===== src/rtl/exe_share_arb.sv =====
// Two-requester arbiter/sequencer for the shared I-type execute unit.
// Define EXE_ARB_RR_EN for round-robin tie-breaking; otherwise requester 0 wins ties.
module exe_share_arb #(
  parameter int unsigned DATA_WIDTH = 32,
  parameter int unsigned TAG_WIDTH  = 4
) (
  input  logic                  clk_i,
  input  logic                  rst_i,
  input  logic                  req0_valid_i,
  output logic                  req0_ready_o,
  input  logic [DATA_WIDTH-1:0] req0_op1_i,
  input  logic [DATA_WIDTH-1:0] req0_op2_i,
  input  logic [31:0]           req0_inst_i,
  input  logic [TAG_WIDTH-1:0]  req0_tag_i,
  input  logic                  req1_valid_i,
  output logic                  req1_ready_o,
  input  logic [DATA_WIDTH-1:0] req1_op1_i,
  input  logic [DATA_WIDTH-1:0] req1_op2_i,
  input  logic [31:0]           req1_inst_i,
  input  logic [TAG_WIDTH-1:0]  req1_tag_i,
  output logic [DATA_WIDTH-1:0] exe_op1_o,
  output logic [DATA_WIDTH-1:0] exe_op2_o,
  output logic [31:0]           exe_inst_o,
  input  logic [DATA_WIDTH-1:0] exe_wdata_i,
  input  logic                  exe_we_i,
  output logic                  rsp_valid_o,
  input  logic                  rsp_ready_i,
  output logic                  rsp_id_o,
  output logic [TAG_WIDTH-1:0]  rsp_tag_o,
  output logic [DATA_WIDTH-1:0] rsp_wdata_o,
  output logic                  rsp_we_o,
  output logic                  busy_o
);

  typedef enum logic [1:0] {
    S_IDLE = 2'd0,
    S_EXEC = 2'd1,
    S_RESP = 2'd2
  } state_e;

  state_e                state_q, state_d;
  logic [DATA_WIDTH-1:0] exe_op1_q, exe_op1_d;
  logic [DATA_WIDTH-1:0] exe_op2_q, exe_op2_d;
  logic [31:0]           exe_inst_q, exe_inst_d;
  logic                  rsp_valid_q, rsp_valid_d;
  logic                  rsp_id_q, rsp_id_d;
  logic [TAG_WIDTH-1:0]  rsp_tag_q, rsp_tag_d;
  logic [DATA_WIDTH-1:0] rsp_wdata_q, rsp_wdata_d;
  logic                  rsp_we_q, rsp_we_d;
  logic                  busy_q, busy_d;
  logic                  accept_win_c;
  logic                  grant0_c;
  logic                  grant1_c;
  logic                  tie_to1_c;

`ifdef EXE_ARB_RR_EN
  logic prio_q, prio_d;
  assign tie_to1_c = prio_q;

  always_ff @(posedge clk_i or posedge rst_i) begin
    if (rst_i) prio_q <= 1'b0;
    else       prio_q <= prio_d;
  end

  always_comb begin
    prio_d = prio_q;
    if (grant0_c || grant1_c) prio_d = grant0_c;
  end
`else
  assign tie_to1_c = 1'b0;
`endif

  // Next-state, grant and hold-register loading; exe_* hold data only for the EXEC cycle.
  always_comb begin
    state_d      = state_q;
    exe_op1_d    = '0;
    exe_op2_d    = '0;
    exe_inst_d   = '0;
    rsp_id_d     = rsp_id_q;
    rsp_tag_d    = rsp_tag_q;
    rsp_wdata_d  = rsp_wdata_q;
    rsp_we_d     = rsp_we_q;
    accept_win_c = 1'b0;
    grant0_c     = 1'b0;
    grant1_c     = 1'b0;

    case (state_q)
      S_IDLE: accept_win_c = 1'b1;
      S_EXEC: begin
        state_d     = S_RESP;
        rsp_wdata_d = exe_wdata_i;
        rsp_we_d    = exe_we_i;
      end
      S_RESP:  accept_win_c = rsp_ready_i;
      default: state_d = S_IDLE;
    endcase

    if (accept_win_c && !rst_i) begin
      grant1_c = req1_valid_i && (!req0_valid_i || tie_to1_c);
      grant0_c = req0_valid_i && !grant1_c;
      state_d  = (grant0_c || grant1_c) ? S_EXEC : S_IDLE;
    end

    if (grant1_c) begin
      exe_op1_d  = req1_op1_i;
      exe_op2_d  = req1_op2_i;
      exe_inst_d = req1_inst_i;
      rsp_tag_d  = req1_tag_i;
      rsp_id_d   = 1'b1;
    end else if (grant0_c) begin
      exe_op1_d  = req0_op1_i;
      exe_op2_d  = req0_op2_i;
      exe_inst_d = req0_inst_i;
      rsp_tag_d  = req0_tag_i;
      rsp_id_d   = 1'b0;
    end

    rsp_valid_d = (state_d == S_RESP);
    busy_d      = (state_d != S_IDLE);
  end

  always_ff @(posedge clk_i or posedge rst_i) begin
    if (rst_i) begin
      state_q     <= S_IDLE;
      exe_op1_q   <= '0;
      exe_op2_q   <= '0;
      exe_inst_q  <= '0;
      rsp_valid_q <= 1'b0;
      rsp_id_q    <= 1'b0;
      rsp_tag_q   <= '0;
      rsp_wdata_q <= '0;
      rsp_we_q    <= 1'b0;
      busy_q      <= 1'b0;
    end else begin
      state_q     <= state_d;
      exe_op1_q   <= exe_op1_d;
      exe_op2_q   <= exe_op2_d;
      exe_inst_q  <= exe_inst_d;
      rsp_valid_q <= rsp_valid_d;
      rsp_id_q    <= rsp_id_d;
      rsp_tag_q   <= rsp_tag_d;
      rsp_wdata_q <= rsp_wdata_d;
      rsp_we_q    <= rsp_we_d;
      busy_q      <= busy_d;
    end
  end

  assign req0_ready_o = grant0_c;
  assign req1_ready_o = grant1_c;
  assign exe_op1_o    = exe_op1_q;
  assign exe_op2_o    = exe_op2_q;
  assign exe_inst_o   = exe_inst_q;
  assign rsp_valid_o  = rsp_valid_q;
  assign rsp_id_o     = rsp_id_q;
  assign rsp_tag_o    = rsp_tag_q;
  assign rsp_wdata_o  = rsp_wdata_q;
  assign rsp_we_o     = rsp_we_q;
  assign busy_o       = busy_q;

endmodule


===== config.mk =====
export PLATFORM = sky130hd
export DESIGN_NAME = exe_share_arb
export DESIGN_NICKNAME = d
export VERILOG_FILES = /design/src/rtl/exe_share_arb.sv
export SDC_FILE = /design/constraint.sdc
export NUM_CORES = 1
export LEC_CHECK = 0
export ABC_AREA = 1
export CORE_AREA = 5 5 145 147
export CTS_CLUSTER_SIZE = 10
export DETAILED_ROUTE_END_ITERATION = 12
export DIE_AREA = 0 0 150 152
export DONT_BUFFER_PORTS = 1
export MAX_ROUTING_LAYER = met4
export RECOVER_POWER = 50
export SYNTH_ARGS = -nofsm -noshare
export SYNTH_HDL_FRONTEND = slang
export SYNTH_SLANG_ARGS = --single-unit

===== constraint.sdc =====
create_clock -name clk_i -period 8 [get_ports clk_i]
set_input_delay 1.6 -clock clk_i [delete_from_list [all_inputs] [get_ports clk_i]]
set_output_delay 1.6 -clock clk_i [all_outputs]
set_load 0.1 [all_outputs]

# Yosys cells after proc, flatten, opt, wreduce, memory -nomap -nowiden
# Cells that the tools add are included.
# Widths: inputs -> output; s select.
# totals
wordCells	40
ff_bits	138
# classes
n_reduce_logical	11
muxes	16
eq_ne	3
# op_table
op	n
$mux 32	6
$mux 4	2
$mux 1	5
$eq 2x2->1 const B	2
$pmux 2 s2	1
$reduce_bool 2->1	2
$logic_and 1x1->1	3
$logic_not 1->1	3
$eq 2x1->1 const B	1
$logic_not 2->1	1
$mux 2	1
$pmux 1 s2	1
$reduce_or 2->1	1
$logic_or 1x1->1	1

# Longest topological paths before layout
# depth
word_depth	8
mapped_depth	10
mapped_depth_nobuf	9

# Worst setup path before layout
# Ideal clock, no wire load.
# synth_path
kind	input -> output
from	input port rst_i
to	output port req0_ready_o
slack_ps	880
arrival_ps	5520
cell_stages	4
path_buffers	1
path_cell_list	inv_1 > nand3_4 > inv_2 > buf_2
# synth_via
elab_chain_cells	3
# synth_lines
element	line	source
start, declared	8	input logic rst_i,
$logic_not 1->1 (no source line)	-	
$logic_and 1x1->1	98	if (accept_win_c && !rst_i) begin
$mux 1	98	
end, declared	10	output logic req0_ready_o,
# Every way passes these cells.

# Worst setup path in the final report
# Ends and elaborated chain as after synthesis.

==> results.cfg <==
[cts]
tritoncts = yes
clock_tree.root_cell = sky130_fd_sc_hd__clkbuf_16
cts_made_buffers = 17
cts_post_setup_buffers_inserted = 0
num_clock_sinks = 138
holdBufCountCts = 0
cts_htree_levels = 4
clkSlewWorstSetupHoldPaths_ns = 0.06
cts_repair_resize_count = 0
buffer_depth_of_the_longest_clock_path = 2
worst_skew_pair.late_latency_ns = 0.41

[global_routing]
via_count_of_the_first_global_routing_pass = 3728
grt.total_usage = 0.130
grt_max_degree = 98
gr-total-overflow = 0
grt_antenna_before_repair = 0
grt_pass1_wl_um = 21600

[sta]
achievable-frequency_mhz = 199
max_slew.worst_pin.slew_ns = 3.21
finClkSkew_ns = 0.00885
finalWorstPathRequiredPeriod_ns = 5.03
timing_max_transition_violations_final = 95
slew-limit-headroom = -1.14
rsz_0062_raised_after_global_routing = false
timing.final.crit_share = 0.629
setup-violations-final = 0
final-hold-violation-count = 0
total_negative_slack_for_setup_checks_ns = 0

[synth]
post_synth_main_area_contributors = sky130_fd_sc_hd__dfrtp_1, sky130_fd_sc_hd__nand2_1, sky130_fd_sc_hd__mux2_2
yosysTopAreaCellShare = 0.640
synth_cells = 541
synth_common_cells = sky130_fd_sc_hd__nand2_1, sky130_fd_sc_hd__dfrtp_1, sky130_fd_sc_hd__mux2_2, sky130_fd_sc_hd__buf_2, sky130_fd_sc_hd__inv_1
synthesis.area_per_instance_um2 = 9.97
synth_edf_count = 0
ys.flop_type = sky130_fd_sc_hd__dfrtp_1
synth_seq_area_share = 0.640
synthMuxAreaShare = 0.0689
synth.yosys.warnings = 0
synth.cell_area_mm2 = 0.00540
synthesis.nets = 783
ys_seq_elements = 138
yosys.area_share.adder = 0.00927
asyncSetResetFlopFracSynth = 1.00
synth.most_common_cell = sky130_fd_sc_hd__nand2_1
netlist-cell-type-count = 19
dominant_combinational_cell_family_by_area_after_synthesis = simple AND/OR/NAND/NOR gates
synthXorXnorAreaFrac = 0
synth_simple_gate_area_frac = 0.239
yosys.area.top_type = sky130_fd_sc_hd__dfrtp_1
synth-compound-area-share = 0

[pwr]
leakage_uw = 0.00324
peakVddDrop_v = 0.000141
power_density_mw_per_mm2 = 555

[worst_setup_path]
crit_path_top_delay_cell = sky130_fd_sc_hd__inv_4
path_max_fanout = 97
worst_ep_arrival_time_ns = 3.43
timing_worst_setup_path_type = in -> out
endpoint_kind = primary output
setup.worst_path.start_class = input pin
critical_path.cell_chain = inv_6 -> nand3_1 -> inv_4
max_stage_delay_ns = 0.86
required_ns = 6.40

[die]
vert_die_dim_um = 152
core.rowCount = 52
coreArea_mm2 = 0.0198
initial_core_util = 0.273
die-width_um = 150
die-area_mm2 = 0.0228
top_level_ports = 376

[placement]
gp_congestion = 0.824
port-buffer-count = 0
dpl.hpwl_um = 11300
post_place_instance_area_mm2 = 0.00560
place_inst = 790

[drt]
drt_pass1_iterations = 6
num_vias = 3593
drt-vias-per-instance = 4.37
drc = 0
antenna_violating_nets_post_route = 0
drt_first_iter_violations = 206
drt-total-wl_um = 14700
average_detailed_routed_wire_length_per_instance_um = 17.9

[layout]
final_nets = 781
drive_above_1_share = 0.147
final_area_mm2 = 0.00617
antenna_cells = 0
stdcell_count = 822
syn2layout_area_growth_pct = 14.4

[outcome]
result_of_the_run = finished, violations left
violations = max-capacitance violations, max-slew violations

[hold_path]
worstHoldPathType = reg -> reg

[run]
timing.max_cap.violations = 2
==> registers in the layout, summed over array words and instances, names as in the netlist <==
signal,cells
rsp_wdata_o,32
rsp_we_o,1
exe_op2_o,32
exe_op1_o,32
rsp_tag_o,4
exe_inst_o,32
rsp_id_o,1
busy_o,1
rsp_valid_o,1
state_q,2
==> cell usage in the layout (no fill, tap or decap) <==
cell type and n:
sky130_fd_sc_hd__nand2_1 300, sky130_fd_sc_hd__dfrtp_1 138, sky130_fd_sc_hd__mux2_2 33, sky130_fd_sc_hd__clkbuf_16 17, sky130_fd_sc_hd__inv_1 14, sky130_fd_sc_hd__nand2_2 11
sky130_fd_sc_hd__nand3_1 6, sky130_fd_sc_hd__nor2_1 4, sky130_fd_sc_hd__inv_6 4, sky130_fd_sc_hd__ha_1 4, sky130_fd_sc_hd__clkinvlp_4 4, sky130_fd_sc_hd__clkbuf_1 3
sky130_fd_sc_hd__inv_4 2, sky130_fd_sc_hd__clkbuf_8 2, sky130_fd_sc_hd__bufinv_16 2, sky130_fd_sc_hd__clkinv_4 2, sky130_fd_sc_hd__nor3_1 1, sky130_fd_sc_hd__nor2_2 1
sky130_fd_sc_hd__nand3_4 1, sky130_fd_sc_hd__nand4_1 1, sky130_fd_sc_hd__clkinv_2 1, sky130_fd_sc_hd__buf_4 1
==> worst max-delay path: cells and delay by family <==
| family | cells | cell delay [ns] |
|---|---|---|
| buffers and inverters | 2 | 1.32 |
| AND/OR/NAND/NOR | 1 | 0.38 |
==> logic make-up (layout without fill, tap and decap cells) <==
logic type,after synthesis,after routing
and+or+nand+nor,325,325
buffers and inverters,41,52
adders and majority gates,4,4
DFF,138,138
muxes,33,33
==> path summary, 6_finish.rpt <==
path	cells after the start	to	startpoint	slack [ns]
worst min register to register	4	state_q[0]$_DFF_PP0_	state_q[0]$_DFF_PP0_	0.75
max in group asynchronous	2	exe_op2_o[23]$_DFF_PP0_	rst_i	3.30
worst max register to register	8	exe_inst_o[31]$_DFF_PP0_	state_q[0]$_DFF_PP0_	5.46
worst max-delay path	3	req0_ready_o	rst_i	2.97
worst min-delay path	4	state_q[0]$_DFF_PP0_	state_q[0]$_DFF_PP0_	0.75
min in group asynchronous	1	rsp_wdata_o[26]$_DFFE_PP0N_	rst_i	1.15
==> final cells by class <==
type / instances / area (um^2)
fillers: 2050 / 13600
flip-flops and latches: 138 / 3450
multi-input cells: 362 / 1700
clock buffers: 20 / 457
well taps: 270 / 338
clock inverters: 12 / 139
inverters: 17 / 73.8
repair buffers: 3 / 15.0
==> power by group <==
group          internal (uW)  switching [uW]
logic                    156             199
clock network            479             305
registers                849            1440
==> through the flow <==
stage	total power [uW]	worst slack, ns	hold WS [ns]	util
floorplan	2560	0.880	0.684	-
global placement	2660	3.12	0.722	0.283
detailed placement	2680	3.09	0.744	0.283
CTS	3470	3.09	0.750	0.313
global route	3560	2.24	0.819	0.312
finish	3420	2.97	0.747	0.312
==> routing by layer <==
metal  part of all wire  track usage
met4              0.012       0.0397
met3               0.12       0.0599
met5                  0            -
met1               0.35        0.140
met2               0.52        0.214
(Power assumes the default switching activity.)
